===== src/rtl/ssp_tx_serializer.sv =====
// SSP transmit serializer: pops words from the TX FIFO and shifts them out
// MSB-first in TI synchronous serial format, with SSPCLKOUT at PCLK/2.
module ssp_tx_serializer #(
  parameter int DATA_WIDTH = 8
) (
  input  logic                  PCLK,
  input  logic                  CLEAR_B,
  input  logic                  ValidWord,
  input  logic [DATA_WIDTH-1:0] TxData,
  output logic                  NextWord,
  output logic                  SSPCLKOUT,
  output logic                  SSPFSSOUT,
  output logic                  SSPTXD,
  output logic                  SSPOE_B
);

  localparam int CW = (DATA_WIDTH > 1) ? $clog2(DATA_WIDTH) : 1;
  localparam logic [CW-1:0] CNT_MSB = CW'(DATA_WIDTH - 1);

  typedef enum logic [1:0] {IDLE, SYNC, SHIFT} state_t;

  state_t                state, state_nx;
  logic [DATA_WIDTH-1:0] shreg, shreg_nx;
  logic [CW-1:0]         cnt, cnt_nx;
  logic                  fss_nx, txd_nx, oe_b_nx;
  logic                  latch;
  logic                  launch;

  assign launch = ~SSPCLKOUT;

  always_comb begin
    state_nx = state;
    shreg_nx = shreg;
    cnt_nx   = cnt;
    fss_nx   = SSPFSSOUT;
    txd_nx   = SSPTXD;
    oe_b_nx  = SSPOE_B;
    latch    = 1'b0;
    if (launch) begin
      unique case (state)
        IDLE: begin
          fss_nx  = 1'b0;
          txd_nx  = 1'b0;
          oe_b_nx = 1'b1;
          if (ValidWord) begin
            shreg_nx = TxData;
            fss_nx   = 1'b1;
            latch    = 1'b1;
            state_nx = SYNC;
          end
        end
        SYNC: begin
          fss_nx   = 1'b0;
          txd_nx   = shreg[DATA_WIDTH-1];
          shreg_nx = shreg << 1;
          oe_b_nx  = 1'b0;
          cnt_nx   = CNT_MSB;
          state_nx = SHIFT;
        end
        SHIFT: begin
          if (cnt == '0) begin
            // FSS still high here means a follow-on word was latched with bit 0
            if (SSPFSSOUT) begin
              fss_nx   = 1'b0;
              txd_nx   = shreg[DATA_WIDTH-1];
              shreg_nx = shreg << 1;
              cnt_nx   = CNT_MSB;
            end else begin
              txd_nx   = 1'b0;
              oe_b_nx  = 1'b1;
              state_nx = IDLE;
            end
          end else begin
            txd_nx   = shreg[DATA_WIDTH-1];
            shreg_nx = shreg << 1;
            cnt_nx   = cnt - CW'(1);
            if (cnt == CW'(1) && ValidWord) begin
              shreg_nx = TxData;
              fss_nx   = 1'b1;
              latch    = 1'b1;
            end
          end
        end
        default: state_nx = IDLE;
      endcase
    end
  end

  always_ff @(posedge PCLK or negedge CLEAR_B) begin
    if (!CLEAR_B) begin
      state     <= IDLE;
      shreg     <= '0;
      cnt       <= '0;
      SSPCLKOUT <= 1'b0;
      SSPFSSOUT <= 1'b0;
      SSPTXD    <= 1'b0;
      SSPOE_B   <= 1'b1;
      NextWord  <= 1'b0;
    end else begin
      state     <= state_nx;
      shreg     <= shreg_nx;
      cnt       <= cnt_nx;
      SSPCLKOUT <= ~SSPCLKOUT;
      SSPFSSOUT <= fss_nx;
      SSPTXD    <= txd_nx;
      SSPOE_B   <= oe_b_nx;
      NextWord  <= latch;
    end
  end

endmodule


===== config.mk =====
export PLATFORM = sky130hd
export DESIGN_NAME = ssp_tx_serializer
export DESIGN_NICKNAME = d
export VERILOG_FILES = /design/src/rtl/ssp_tx_serializer.sv
export SDC_FILE = /design/constraint.sdc
export NUM_CORES = 1
export LEC_CHECK = 0
export ABC_CLOCK_PERIOD_IN_PS = 1820
export CAP_MARGIN = 25
export CORE_UTILIZATION = 37
export DETAILED_ROUTE_END_ITERATION = 6
export PLACE_DENSITY = 0.6
export SLEW_MARGIN = 15
export SYNTH_ARGS = -nofsm -noshare
export SYNTH_HDL_FRONTEND = slang
export SYNTH_SLANG_ARGS = --single-unit

===== constraint.sdc =====
create_clock -name PCLK -period 1.82 [get_ports PCLK]
set_input_delay 0.455 -clock PCLK [delete_from_list [all_inputs] [get_ports PCLK]]
set_output_delay 0.455 -clock PCLK [all_outputs]
set_load 0.02 [all_outputs]

==> reports/metrics.yaml, run 1 <==
critical_path:
  crit_chain: "inv_2, ha_4, or3b_4, a221oi_4, mux2_4"
  crit_fanout: 2
  start_kind: "flip-flop"
  max_stage_delay_ns: 0.41
  path_buf_inv: 1
  cp_top_family: "flip-flops"
  cp.arrival_ns: 1.99
  r2r-start: "cnt[0]"
  slowest_stage: "dfrtp_1"
  reg2reg_depth: 5
  path_class: "flip-flop to flip-flop"
  ff2ff_setup_slack_ns: 0.02
  critPathCaptureType: "flip-flop"
  reg2reg_to: "state[1]"
  required_ns: 2.01
clocking:
  clock-root-buffer: "clkbuf_4"
  cts_inserted_buffers: 3
  clk_latency_ns: 0.30
  cts_sinks: 18
  clockBufferDepth: 2
  cts-htree-levels: 1
  cts_tree: "done"
  clkTransAtPathRegs_ns: 0.11
placed_design:
  port_buffers: 15
  routabilityCongestion: 0.823
  place_inst: 179
  hpwl_um: 1940
pwr:
  pwr-share-clk: 0.129
  internal-power_w: 0.00117
  p_per_area_nw_per_um2: 1320
  pwr-share-seq: 0.344
  vdd_ir_drop_max_v: 0.000772
  p_switching_w: 0.000822
  swShare: 0.413
  p_leak_nw: 0.636
  p_comb_frac: 0.527
sta:
  timing.fmax_mhz: 557
  hold_violations: 0
  setup_viol: 0
  rsz0062_at_grt: "true"
  fin_setup_tns_ns: 0
  fin_crit_sh: 0.987
  drv_slew: 0
  period_needed_ns: 1.80
  fin_worst_skew_ns: 0.00456
  slew_headroom: 0.776
  worstMarginPinSlew_ns: 0.335
final_layout:
  fin_nets: 163
  diodes: 0
  fin_cells: 184
  drive_gt1_frac: 0.211
  syn_to_final_growth_pct: 29.4
route:
  dr.pass1.iters: 6
  drtIter0Drc: 29
  antenna_left: 0
  routedWlPerCell_um: 15.0
  avgViaCountPerCell: 5.34
  dr_total_vias: 982
  wl_um: 2760
  drc: 1
floorplan:
  fp.dieH_um: 58.1
  start_util: 0.404
  pin_count: 16
  die_area_um2: 3370
  die_x_um: 58.1
  core_um2: 2880
  fp-row-count: 19
logic_synthesis:
  yosys_warnings: 0
  synth_area_leaders: "dfrtp_1 37%, a31oi_1 12%, ha_1 9.7%, o211ai_1 5.2%, nor2b_1 4.3%"
  synthCells: 118
  syn_nets: 138
  synth_top_area_share: 0.366
  synthFlopType: "dfrtp_1"
  ys_seq_elements: 18
  synth_top_area_cell: "dfrtp_1"
  syn_area_um2: 1160
  synth-async-reset-ratio: 1.00
  synth_edf_count: 0
  seq_area_frac_synth: 0.389
  yosysUniqueCellTypes: 35
  synth_area_per_cell_um2: 9.85
outcome:
  violations: "DRC"
  outcome: "finished with violations"
worst_hold_path:
  hp-class: "primary input to asynchronous set/reset pin"
global_route:
  antenna_found_initial: 0
  grt-ovfl-total: 0
  use_met1: 0.261
  use_met2: 0.278
  grt_pass1_wl_um: 4730
  grt_usage: 0.183
  grt_pass1_vias: 988
  grt_max_degree: 19
  grt_use_met3: 0.0491
  top_usage_layer: "met2"
flow_run:
  cap_viol_max_count: 0
stage by stage:
step                utilization  power, W  area, um^2  hold WS (ns)  worst slack, ns
floorplan                     -   0.00133        1160         0.159           0.0464
global placement          0.498   0.00167        1430         0.455          -0.0356
detailed placement        0.498   0.00170        1430         0.464           -0.106
CTS                       0.510   0.00195        1470         0.483          0.00385
global route              0.523   0.00218        1500         0.473          -0.0110
finish                    0.523   0.00199        1500         0.479           0.0240
repair_timing:
item,CTS,global route
pin swaps,0,1
buffers inserted,0,1
hold buffers,0,0
endpoints found under the setup margin,1,11
gates resized for setup,1,9
cell usage after synthesis, drive strengths merged, types with 2 or more instances:
| master | n |
|---|---|
| a31oi | 22 |
| dfrtp | 17 |
| inv | 11 |
| ha | 9 |
| nor2b | 8 |
| o211ai | 8 |
| clkbuf | 6 |
| o31ai | 4 |
| buf | 3 |
| a21oi | 2 |
| a22oi | 2 |
| mux2 | 2 |
| mux2i | 2 |
| nor2 | 2 |
| or2 | 2 |
power by group through the flow:
stage | Clock (W) | Combinational, W | Sequential (W)
floorplan | 0 | 0.000605 | 0.000723
global placement | 0 | 0.000984 | 0.000685
detailed placement | 0 | 0.00101 | 0.000691
CTS | 0.000263 | 0.00101 | 0.000683
global route | 0.000289 | 0.00119 | 0.000709
finish | 0.000257 | 0.00105 | 0.000686
sequential cells by signal, summed over array words and instances, names as in the netlist:
signal / cells
state: 2
SSPFSSOUT: 1
NextWord: 1
SSPTXD: 1
SSPOE_B: 1
cnt: 3
SSPCLKOUT: 1
shreg: 8
kinds of logic (layout without fill, tap and decap cells):
kind of cell,count (synthesis),in the layout,share of synthesized area
muxes,4,4,0.0366
AOI/OAI and AO/OA,44,44,0.272
DFF,18,18,0.389
buffers and inverters,20,44,0.0732
and+or+nand+nor,23,23,0.132
adders and majority gates,9,9,0.0969
worst register-to-register path, cell delays in order, from the launching register on:
cell and delay, ns:
dfrtp_1 0.41, inv_2 0.09, ha_4 0.14, or3b_4 0.40, a221oi_4 0.32, mux2_4 0.34
cells in the final DEF, fill, tap and decap left out, types with 2 or more instances in the layout:
cell / Yosys / layout
clkbuf_4: 0 / 3
o211ai_1: 8 / 8
mux2i_1: 2 / 2
dfrtp_1: 17 / 17
mux2_4: 0 / 2
inv_1: 11 / 10
a21oi_1: 2 / 2
nor2b_1: 8 / 8
ha_1: 9 / 8
o31ai_1: 4 / 4
clkdlybuf4s50_1: 0 / 13
buf_4: 0 / 13
nor2_1: 2 / 2
a31oi_1: 22 / 22
a22oi_1: 2 / 2
how the worst max path moves through the flow:
stage                     startpoint        to  slack (ns)  cells after the start
after floorplan               cnt[0]  state[0]        0.05                      5
after global placement     ValidWord  state[0]       -0.04                      4
after detailed placement   ValidWord  state[1]       -0.11                      4
after CTS                     cnt[0]  state[1]       0.004                      5
after global routing          cnt[0]  state[1]       -0.01                      5
final                         cnt[0]  state[1]        0.02                      5
cell type report:
cell class / instances / area (um^2)
Clock buffer: 4 / 36.3
Fill cell: 283 / 1370
Inverter: 11 / 41.3
Multi-Input combinational cell: 80 / 653
Sequential cell: 18 / 452
Tap cell: 42 / 52.6
Timing Repair Buffer: 29 / 269
layer usage:
layer  wire [um]  up-vias  share of wire
met3         113        2          0.041
met4          10        0         0.0036
met5           0        -              0
met1        1400      470           0.51
li1            -      492              -
met2        1240       18           0.45
No activity file was read; power rests on OpenSTA's default activity.
==> inputs of run 2 (changes only) <==
- GPL_ROUTABILITY_DRIVEN: default -> 0
==> results of run 2 <==
No change in the layout: final DEF, timing and power equal those of run 1.
==> inputs of run 3 (changes only) <==
==> constraint.sdc (replaced) <==
create_clock -name PCLK -period 1.82 [get_ports PCLK]
set_input_delay 0.364 -clock PCLK [delete_from_list [all_inputs] [get_ports PCLK]]
set_output_delay 0.364 -clock PCLK [all_outputs]
set_load 0.02 [all_outputs]
==> reports/metrics.yaml, run 3 (same netlist as run 1, synthesis figures left out) <==
final_layout:
  reg.largest.list: "shreg: 8 flops, cnt: 3 flops, state: 2 flops"
  largest_register_ffs: 8
  final_common_cell: "a31oi_1"
  final_cell_mix: "22 x a31oi_1, 17 x dfrtp_1, 14 x clkdlybuf4s50_1"
  drive_gt1_frac: 0.199
  fin_cells: 183
  syn_to_final_growth_pct: 28.0
  fin_nets: 162
  final_core_util: 0.517
  diodes: 0
  top_register: "shreg"
clocking:
  cts-htree-levels: 1
  clockBufferDepth: 2
  cts_sinks: 18
  cts_tree: "done"
  clk_latency_ns: 0.30
  cts_inserted_buffers: 3
  clkTransAtPathRegs_ns: 0.11
  cts-hold-fix-buffers: 0
  clock-root-buffer: "clkbuf_4"
sta:
  hold_violations: 0
  period_needed_ns: 1.76
  fin_worst_skew_ns: 0.00183
  setup_viol: 0
  fin_crit_sh: 0.965
  slew_headroom: 0.711
  drv_slew: 0
  worstMarginPinSlew_ns: 0.432
  timing.fmax_mhz: 569
  fin_setup_tns_ns: 0
pwr:
  pwr-share-clk: 0.110
  swShare: 0.424
  pwr-share-seq: 0.361
  p_per_area_nw_per_um2: 1320
  internal-power_w: 0.00113
  p_leak_nw: 0.615
  p_comb_frac: 0.530
  p_switching_w: 0.000832
  vdd_ir_drop_max_v: 0.000817
critical_path:
  cp.arrival_ns: 1.95
  critPathCaptureType: "flip-flop"
  reg2reg_to: "state[1]"
  crit_fanout: 2
  reg2reg_depth: 5
  path_class: "flip-flop to flip-flop"
  required_ns: 2.01
  ff2ff_setup_slack_ns: 0.06
  r2r-start: "cnt[0]"
  start_kind: "flip-flop"
floorplan:
  die_x_um: 58.1
  fp-row-count: 19
  core_um2: 2880
  die_area_um2: 3370
  fp.dieH_um: 58.1
  pin_count: 16
  start_util: 0.404
global_route:
  grt_usage: 0.183
  grt-ovfl-total: 0
  grt_pass1_wl_um: 4740
  antenna_found_initial: 0
  grt_pass1_vias: 1031
  grt_max_degree: 13
route:
  drtIter0Drc: 29
  antenna_left: 0
  dr.pass1.iters: 6
  drc: 1
  routedWlPerCell_um: 15.2
  avgViaCountPerCell: 5.55
  wl_um: 2780
  dr_total_vias: 1015
outcome:
  violations: "DRC"
  outcome: "finished with violations"
flow_run:
  cap_viol_max_count: 0
placed_design:
  hpwl_um: 2100
  place_inst: 177
  port_buffers: 15
worst_hold_path:
  hp-class: "primary input to asynchronous set/reset pin"
## run 3: final cells by class
cell class                      instances  area [um^2]
Timing Repair Buffer                   28          263
Fill cell                             281         1390
Sequential cell                        18          452
Multi-Input combinational cell         80          653
Tap cell                               42         52.6
Inverter                               11         41.3
Clock buffer                            4         26.3
## run 3: worst max-delay path by stage
stage                     startpoint  endpoint  slack [ns]  cells after the start
after CTS                    SSPOE_B   SSPOE_B       0.002                      1
after global placement     ValidWord  state[0]        0.04                      4
final                         cnt[0]  state[1]        0.06                      5
after floorplan               cnt[0]  state[0]        0.05                      5
after global routing          cnt[0]  state[0]      -0.007                      5
after detailed placement   ValidWord  state[1]      -0.009                      4
## run 3: metal layers
metal | global-route usage | wire length, um | vias to the layer above | part of all wire
li1 | - | - | 491 | -
met1 | 0.233 | 1260 | 486 | 0.45
met2 | 0.302 | 1310 | 34 | 0.47
met3 | 0.0558 | 174 | 4 | 0.063
met4 | 0.0476 | 26 | 0 | 0.0094
met5 | 0 | 0 | - | 0
## run 3: timing repair
action | 4_1_cts | 5_1_grt
resized for setup | 1 | 8
pin swaps | 0 | 2
buffers inserted | 0 | 2
setup endpoints to repair | 2 | 7
## run 3: power by group through the flow
stage          registers [W]  logic, W  clock network, W
2_1_floorplan       0.000723  0.000605                 0
5_1_grt             0.000729   0.00116          0.000233
3_3_place_gp        0.000700  0.000950                 0
3_5_place_dp        0.000708  0.000979                 0
4_1_cts             0.000700  0.000986          0.000221
6_report            0.000707   0.00104          0.000216
## run 3: worst max-delay path, stage by stage, from the launching register on
cell	delay [ns]
dfrtp_1	0.41
inv_2	0.08
ha_4	0.12
or3b_4	0.39
a221oi_4	0.32
mux2_4	0.33
## run 3: stage by stage
| step | hold WS (ns) | setup WS [ns] | area (um^2) | total power [W] |
|---|---|---|---|---|
| 2_1_floorplan | 0.0684 | 0.0464 | 1160 | 0.00133 |
| 3_3_place_gp | 0.461 | 0.0431 | 1420 | 0.00165 |
| 3_5_place_dp | 0.476 | -0.00880 | 1420 | 0.00169 |
| 4_1_cts | 0.374 | 0.00198 | 1450 | 0.00191 |
| 5_1_grt | 0.395 | -0.00736 | 1490 | 0.00212 |
| 6_report | 0.360 | 0.0634 | 1490 | 0.00196 |
==> patch 1, RTL diff (config.mk and constraints of run 1) <==
Register the inputs `ValidWord` and `TxData` before use, cleared by the reset. The logic sees them one clock later.
--- a/src/rtl/ssp_tx_serializer.sv
+++ b/src/rtl/ssp_tx_serializer.sv
@@ -18,6 +18,19 @@
   localparam logic [CW-1:0] CNT_MSB = CW'(DATA_WIDTH - 1);
 
   typedef enum logic [1:0] {IDLE, SYNC, SHIFT} state_t;
+
+  logic ValidWord_q;
+  logic [DATA_WIDTH-1:0] TxData_q;
+
+  always_ff @(posedge PCLK or negedge CLEAR_B) begin
+    if (!CLEAR_B) begin
+      ValidWord_q <= '0;
+      TxData_q    <= '0;
+    end else begin
+      ValidWord_q <= ValidWord;
+      TxData_q    <= TxData;
+    end
+  end
 
   state_t                state, state_nx;
   logic [DATA_WIDTH-1:0] shreg, shreg_nx;
@@ -42,8 +55,8 @@
           fss_nx  = 1'b0;
           txd_nx  = 1'b0;
           oe_b_nx = 1'b1;
-          if (ValidWord) begin
-            shreg_nx = TxData;
+          if (ValidWord_q) begin
+            shreg_nx = TxData_q;
             fss_nx   = 1'b1;
             latch    = 1'b1;
             state_nx = SYNC;
@@ -74,8 +87,8 @@
             txd_nx   = shreg[DATA_WIDTH-1];
             shreg_nx = shreg << 1;
             cnt_nx   = cnt - CW'(1);
-            if (cnt == CW'(1) && ValidWord) begin
-              shreg_nx = TxData;
+            if (cnt == CW'(1) && ValidWord_q) begin
+              shreg_nx = TxData_q;
               fss_nx   = 1'b1;
               latch    = 1'b1;
             end
Function: changed (Yosys sat finds a counterexample within 4 cycles, from zero or initial values).
==> patch 1 against run 1 <==
Total power increased by 15%; critical endpoint unchanged; final area increased by 15%; wire length increased by 10%; global-route usage decreased by 2.2 points; worst setup slack improved by 0.037 ns; first-iteration DRC count increased by 31%; critical path depth unchanged; count of clock-buffer cells in the layout decreased by 1; sequential cell count increased by 9; clock skew decreased by 0.0014 ns; area after synthesis increased by 20%.
==> patch 1: results (changes against run 1) <==
Worst Hold Class reg -> reg; layout cells sized above 1 19.0% (-2.2 points); Placer Congestion 0.816 (-0.84%); antenna violations before repair 0 (unchanged); H-tree depth 1 (unchanged); synth warn 0 (unchanged); ANT cells 0 (unchanged); crit path to state[1]$_DFFE_PN0P_; Fin Hold WS 0.497 ns (+0.0180 ns); status finished clean; Final HPWL DP 2170 um (+12%); via/cell ratio 5.52 (+3.5%); largest registers TxData_q: 8 flops, shreg: 8 flops, cnt: 3 flops; Data arrival, critical path 1.92 ns (-0.07 ns); GRT Resource Usage Total 16.1% (-2.2 points); critical path endpoint category flip-flop; syn_nets 150 (+8.7%); hold path depth 1; fill cell count 336 (+19%); largest net degree at the start of global routing 28 (+9); Synth async-reset ratio 100% (unchanged); Largest stage delay, worst path 0.41 ns (about the same); P_leak 0.728 nW (+15%); first-pass GRT wire length 5090 um (+7.6%); r2r setup slk 0.06 ns (+0.04 ns); CP Max Fanout 3 (+1); Cells after DPL 192 (+7.3%); DRT Pass-1 Iters 4 (-2); worst setup path startpoint cnt[1]$_DFFE_PN0P_; per-cell routed wire length 15.2 um (+1.7%); Final Skew 0.00318 ns (-0.00138 ns); nets@finish 174 (+6.7%); Synth cell types 36 (+2.9%); synthesized area per cell 10.8 sq um (+9.2%); placed cell areas 0.00164 sq mm (+15%); Gates resized, CTS repair 5 (+4); Worst VDD drop 0.653 mV (-16%); Worst Hold Launch TxData_q[0]$_DFF_PN0_; CTS Buf Count 3 (unchanged); cells on worst reg2reg path 5 (unchanged); DR iter-0 viols 38 (+31%); Worst-path clk slew 0.09 ns (-0.02 ns); slew at the pin closest to its max-slew limit 0.379 ns (+0.0434 ns); worst slack, placed -0.0449 ns (+0.0614 ns); Clock Latency Late Sink 0.27 ns (-0.03 ns); Clock Tree Root clkbuf_8; Synth area leaders dfrtp_1 (47%), a31oi_1 (11%), ha_1 (8.1%); Top FF cell, synth dfrtp_1; Slowest cell on crit path dfrtp_1; cell family with most CP delay flip-flops; fmax 568 MHz (+2.1%); post-synthesis sequential area ratio 48.4% (+9.5 points); vias in the first global route 1140 (+15%); final std cells w/o fill 199 (+8.2%); buffers added on ports 15 (unchanged); Post-CTS Setup Bufs 2 (+2); Synth top cells by count dfrtp_1 (26), a31oi_1 (24), ha_1 (9); Clock Path Buffers 2 (unchanged)
-- patch 1: cell types whose count changed after synthesis, sizes merged, moves of 2 or more --
cell,change
dfrtp,+9
inv,-3
a21oi,+3
nor2,+2
o21ai,+2
o31ai,-4
a31oi,+2
-- patch 1: metal layers --
layer | vias to the layer above | GRT usage [%] | part of all wire (%)
met5 | - | 0 | 0
met4 | 0 | 6.53 | 1.5
met3 | 4 | 2.17 | 3.8
met2 | 35 | 26.6 | 48
met1 | 538 | 20.9 | 47
li1 | 522 | - | -
-- patch 1: worst reg2reg max path, delay by kind of cell (launching register included) --
family                     cells  cell delay [ns]
DFF                            1             0.41
and+or+nand+nor                1             0.39
muxes                          1             0.34
AOI/OAI and AO/OA              1             0.30
adders and majority gates      1             0.13
buffers and inverters          1             0.10
-- patch 1: where the power goes --
group          internal (mW)  switching, mW
registers              0.780          0.131
clock network          0.155          0.190
logic                  0.467          0.562
-- patch 1: cells by family (layout without fill, tap and decap cells) --
| group | after synthesis | after routing | share of synthesized area (%) |
|---|---|---|---|
| muxes | 4 | 4 | 3.13 |
| buffers and inverters | 17 | 40 | 4.83 |
| DFF | 27 | 27 | 48.4 |
| AOI/OAI and AO/OA | 47 | 47 | 23.6 |
| and+or+nand+nor | 26 | 26 | 12.0 |
| adders and majority gates | 9 | 9 | 8.05 |
-- patch 1: cell type report --
| type | instances | area [sq um] | share of cell area [%] |
|---|---|---|---|
| inverters | 8 | 30.0 | 1.73 |
| well taps | 46 | 57.6 | 3.32 |
| flip-flops and latches | 27 | 677 | 39.1 |
| repair buffers | 28 | 245 | 14.2 |
| clock buffers | 3 | 41.3 | 2.38 |
| clock inverters | 1 | 7.51 | 0.433 |
| multi-input cells | 86 | 674 | 38.9 |
==> patch 2, RTL diff (config.mk and constraints of run 1) <==
Made on the original files. `DATA_WIDTH`: 8 -> 16.
--- a/src/rtl/ssp_tx_serializer.sv
+++ b/src/rtl/ssp_tx_serializer.sv
@@ -1,7 +1,7 @@
 // SSP transmit serializer: pops words from the TX FIFO and shifts them out
 // MSB-first in TI synchronous serial format, with SSPCLKOUT at PCLK/2.
 module ssp_tx_serializer #(
-  parameter int DATA_WIDTH = 8
+  parameter int DATA_WIDTH = 16
 ) (
   input  logic                  PCLK,
   input  logic                  CLEAR_B,
Interface: changed (resized TxData); port bits go from 16 to 24. The function was not compared with the original's and may differ.
==> patch 2 against run 1 <==
The run ends with setup timing left; sequential cell count grew 9; worst setup slack worse by 0.12 ns; global-route usage fell by 2.0 points; area after synthesis increased by 25%; hold slack better by 0.034 ns; fmax is 6.0% lower; sequential share of layout area is 1.2 points higher; clock skew grew 0.00066 ns; total power rose by 29%; count of clock-buffer cells in the layout unchanged; wire length grew 22%; final area up 44%; critical path type unchanged; largest cell class unchanged; largest power group unchanged.
==> patch 2: results (changes against run 1) <==
first-pass GRT wire length 5270 um (+12%); ANT cells 0 (unchanged); Cells after DPL 212 (+18%); Finished Core Util 58.4% (+6.1 points); setup TNS -0.590 ns (-0.590 ns); largest registers shreg: 16 flops, cnt: 4 flops, state: 2 flops; Synth area leaders dfrtp_1 (45%), ha_1 (7.8%), a221o_1 (6.9%); Clock Path Buffers 2 (unchanged); Clock Latency Late Sink 0.26 ns (-0.04 ns); largest net degree at the start of global routing 28 (+9); antenna violations before repair 0 (unchanged); Synth top cells by count dfrtp_1 (26), a221o_1 (10), ha_1 (9); Final Skew 0.00523 ns (+0.000665 ns); WL final 3350 um (+22%); Mapped Cells 124 (+5.1%); Synth cell types 37 (+5.7%); post-synthesis sequential area ratio 46.6% (+7.8 points); Fin Hold WS 0.513 ns (+0.0344 ns); Placer Congestion 0.825 (+0.16%); syn_nets 152 (+10%); xor-xnor portion of the synthesized cell area 0% (unchanged); CP Max Fanout 2 (unchanged); fraction of the mapped netlist area in adder cells 7.76% (-1.9 points); status finished, violations left; compound-cell area share of the yosys netlist 24.1% (-3.1 points); final setup vio count 16 (+16); slew margin rel. 70.5% (-7.1 points); CTS Buf Count 3 (unchanged); layout cells sized above 1 42.0% (+21 points); synth warn 0 (unchanged); Worst VDD drop 0.436 mV (-44%); Data arrival, critical path 2.07 ns (+0.08 ns); P_leak 0.938 nW (+48%); Final HPWL DP 2230 um (+15%); crit path setup slack, layout -0.0913 ns (-0.115 ns); P_int 1.65 mW (+41%); DRT Pass-1 Iters 4 (-2); failing checks setup timing; fill cell count 328 (+16%); GRT Resource Usage Total 16.3% (-2.0 points); DR iter-0 viols 67 (+130%); worst slack, placed -0.510 ns (-0.404 ns); Worst Hold Class reg -> reg; per-cell routed wire length 15.1 um (+0.78%); buffers added on ports 23 (+8); Clock Tree Root clkbuf_8; vias after detailed routing 1195 (+22%); Worst-path clk slew 0.09 ns (-0.02 ns); mux cell area share after synthesis 1.55% (-2.1 points); nets@finish 203 (+25%); placed cell areas 0.00192 sq mm (+34%); H-tree depth 1 (unchanged)
patch 2: power groups by stage:
stage / Sequential, mW / Combinational (mW) / Clock (mW)
detailed placement: 0.995 / 1.12 / 0
CTS: 0.990 / 1.18 / 0.342
global placement: 0.997 / 1.09 / 0
finish: 0.999 / 1.25 / 0.330
global route: 1.02 / 1.35 / 0.367
floorplan: 1.03 / 0.579 / 0
patch 2: worst paths after layout:
kind                                startpoint                   end  cells past startpoint
hold / removal             SSPOE_B$_DFFE_PN1P_   SSPOE_B$_DFFE_PN1P_                      2
setup / recovery            cnt[1]$_DFFE_PN0P_  state[1]$_DFFE_PN0P_                      7
hold reg to reg            SSPOE_B$_DFFE_PN1P_   SSPOE_B$_DFFE_PN1P_                      2
max in group asynchronous              CLEAR_B   SSPOE_B$_DFFE_PN1P_                      2
setup reg to reg            cnt[1]$_DFFE_PN0P_  state[1]$_DFFE_PN0P_                      7
min in group asynchronous              CLEAR_B  state[0]$_DFFE_PN0P_                      2
patch 2: area by class of cell:
cell class / instances / share of cell area [%]
Multi-Input combinational cell: 82 / 38.9
Sequential cell: 27 / 31.2
Timing Repair Buffer: 53 / 23.4
Tap cell: 48 / 2.77
Clock buffer: 4 / 2.08
Inverter: 8 / 1.62
patch 2: worst max-delay path, cell delays in order (launching register included):
cell and delay, ns:
dfrtp_1 0.40, inv_2 0.09, ha_4 0.13, nor4b_4 0.28, buf_4 0.18, and2b_2 0.24
nor3_4 0.18, mux2_4 0.32
patch 2: routing by layer:
metal  part of all wire (%)  vias up  track usage, %
li1                       -      576               -
met1                     46      590            20.7
met2                     50       27            28.6
met3                    3.5        2            2.11
met4                   0.45        0            5.00
met5                      0        -               0
patch 2: timing repair:
action,CTS,global route
gates resized for setup,20,18
setup endpoints to repair,17,25
pin swaps,9,7
setup buffers,4,1
gates cloned,0,1
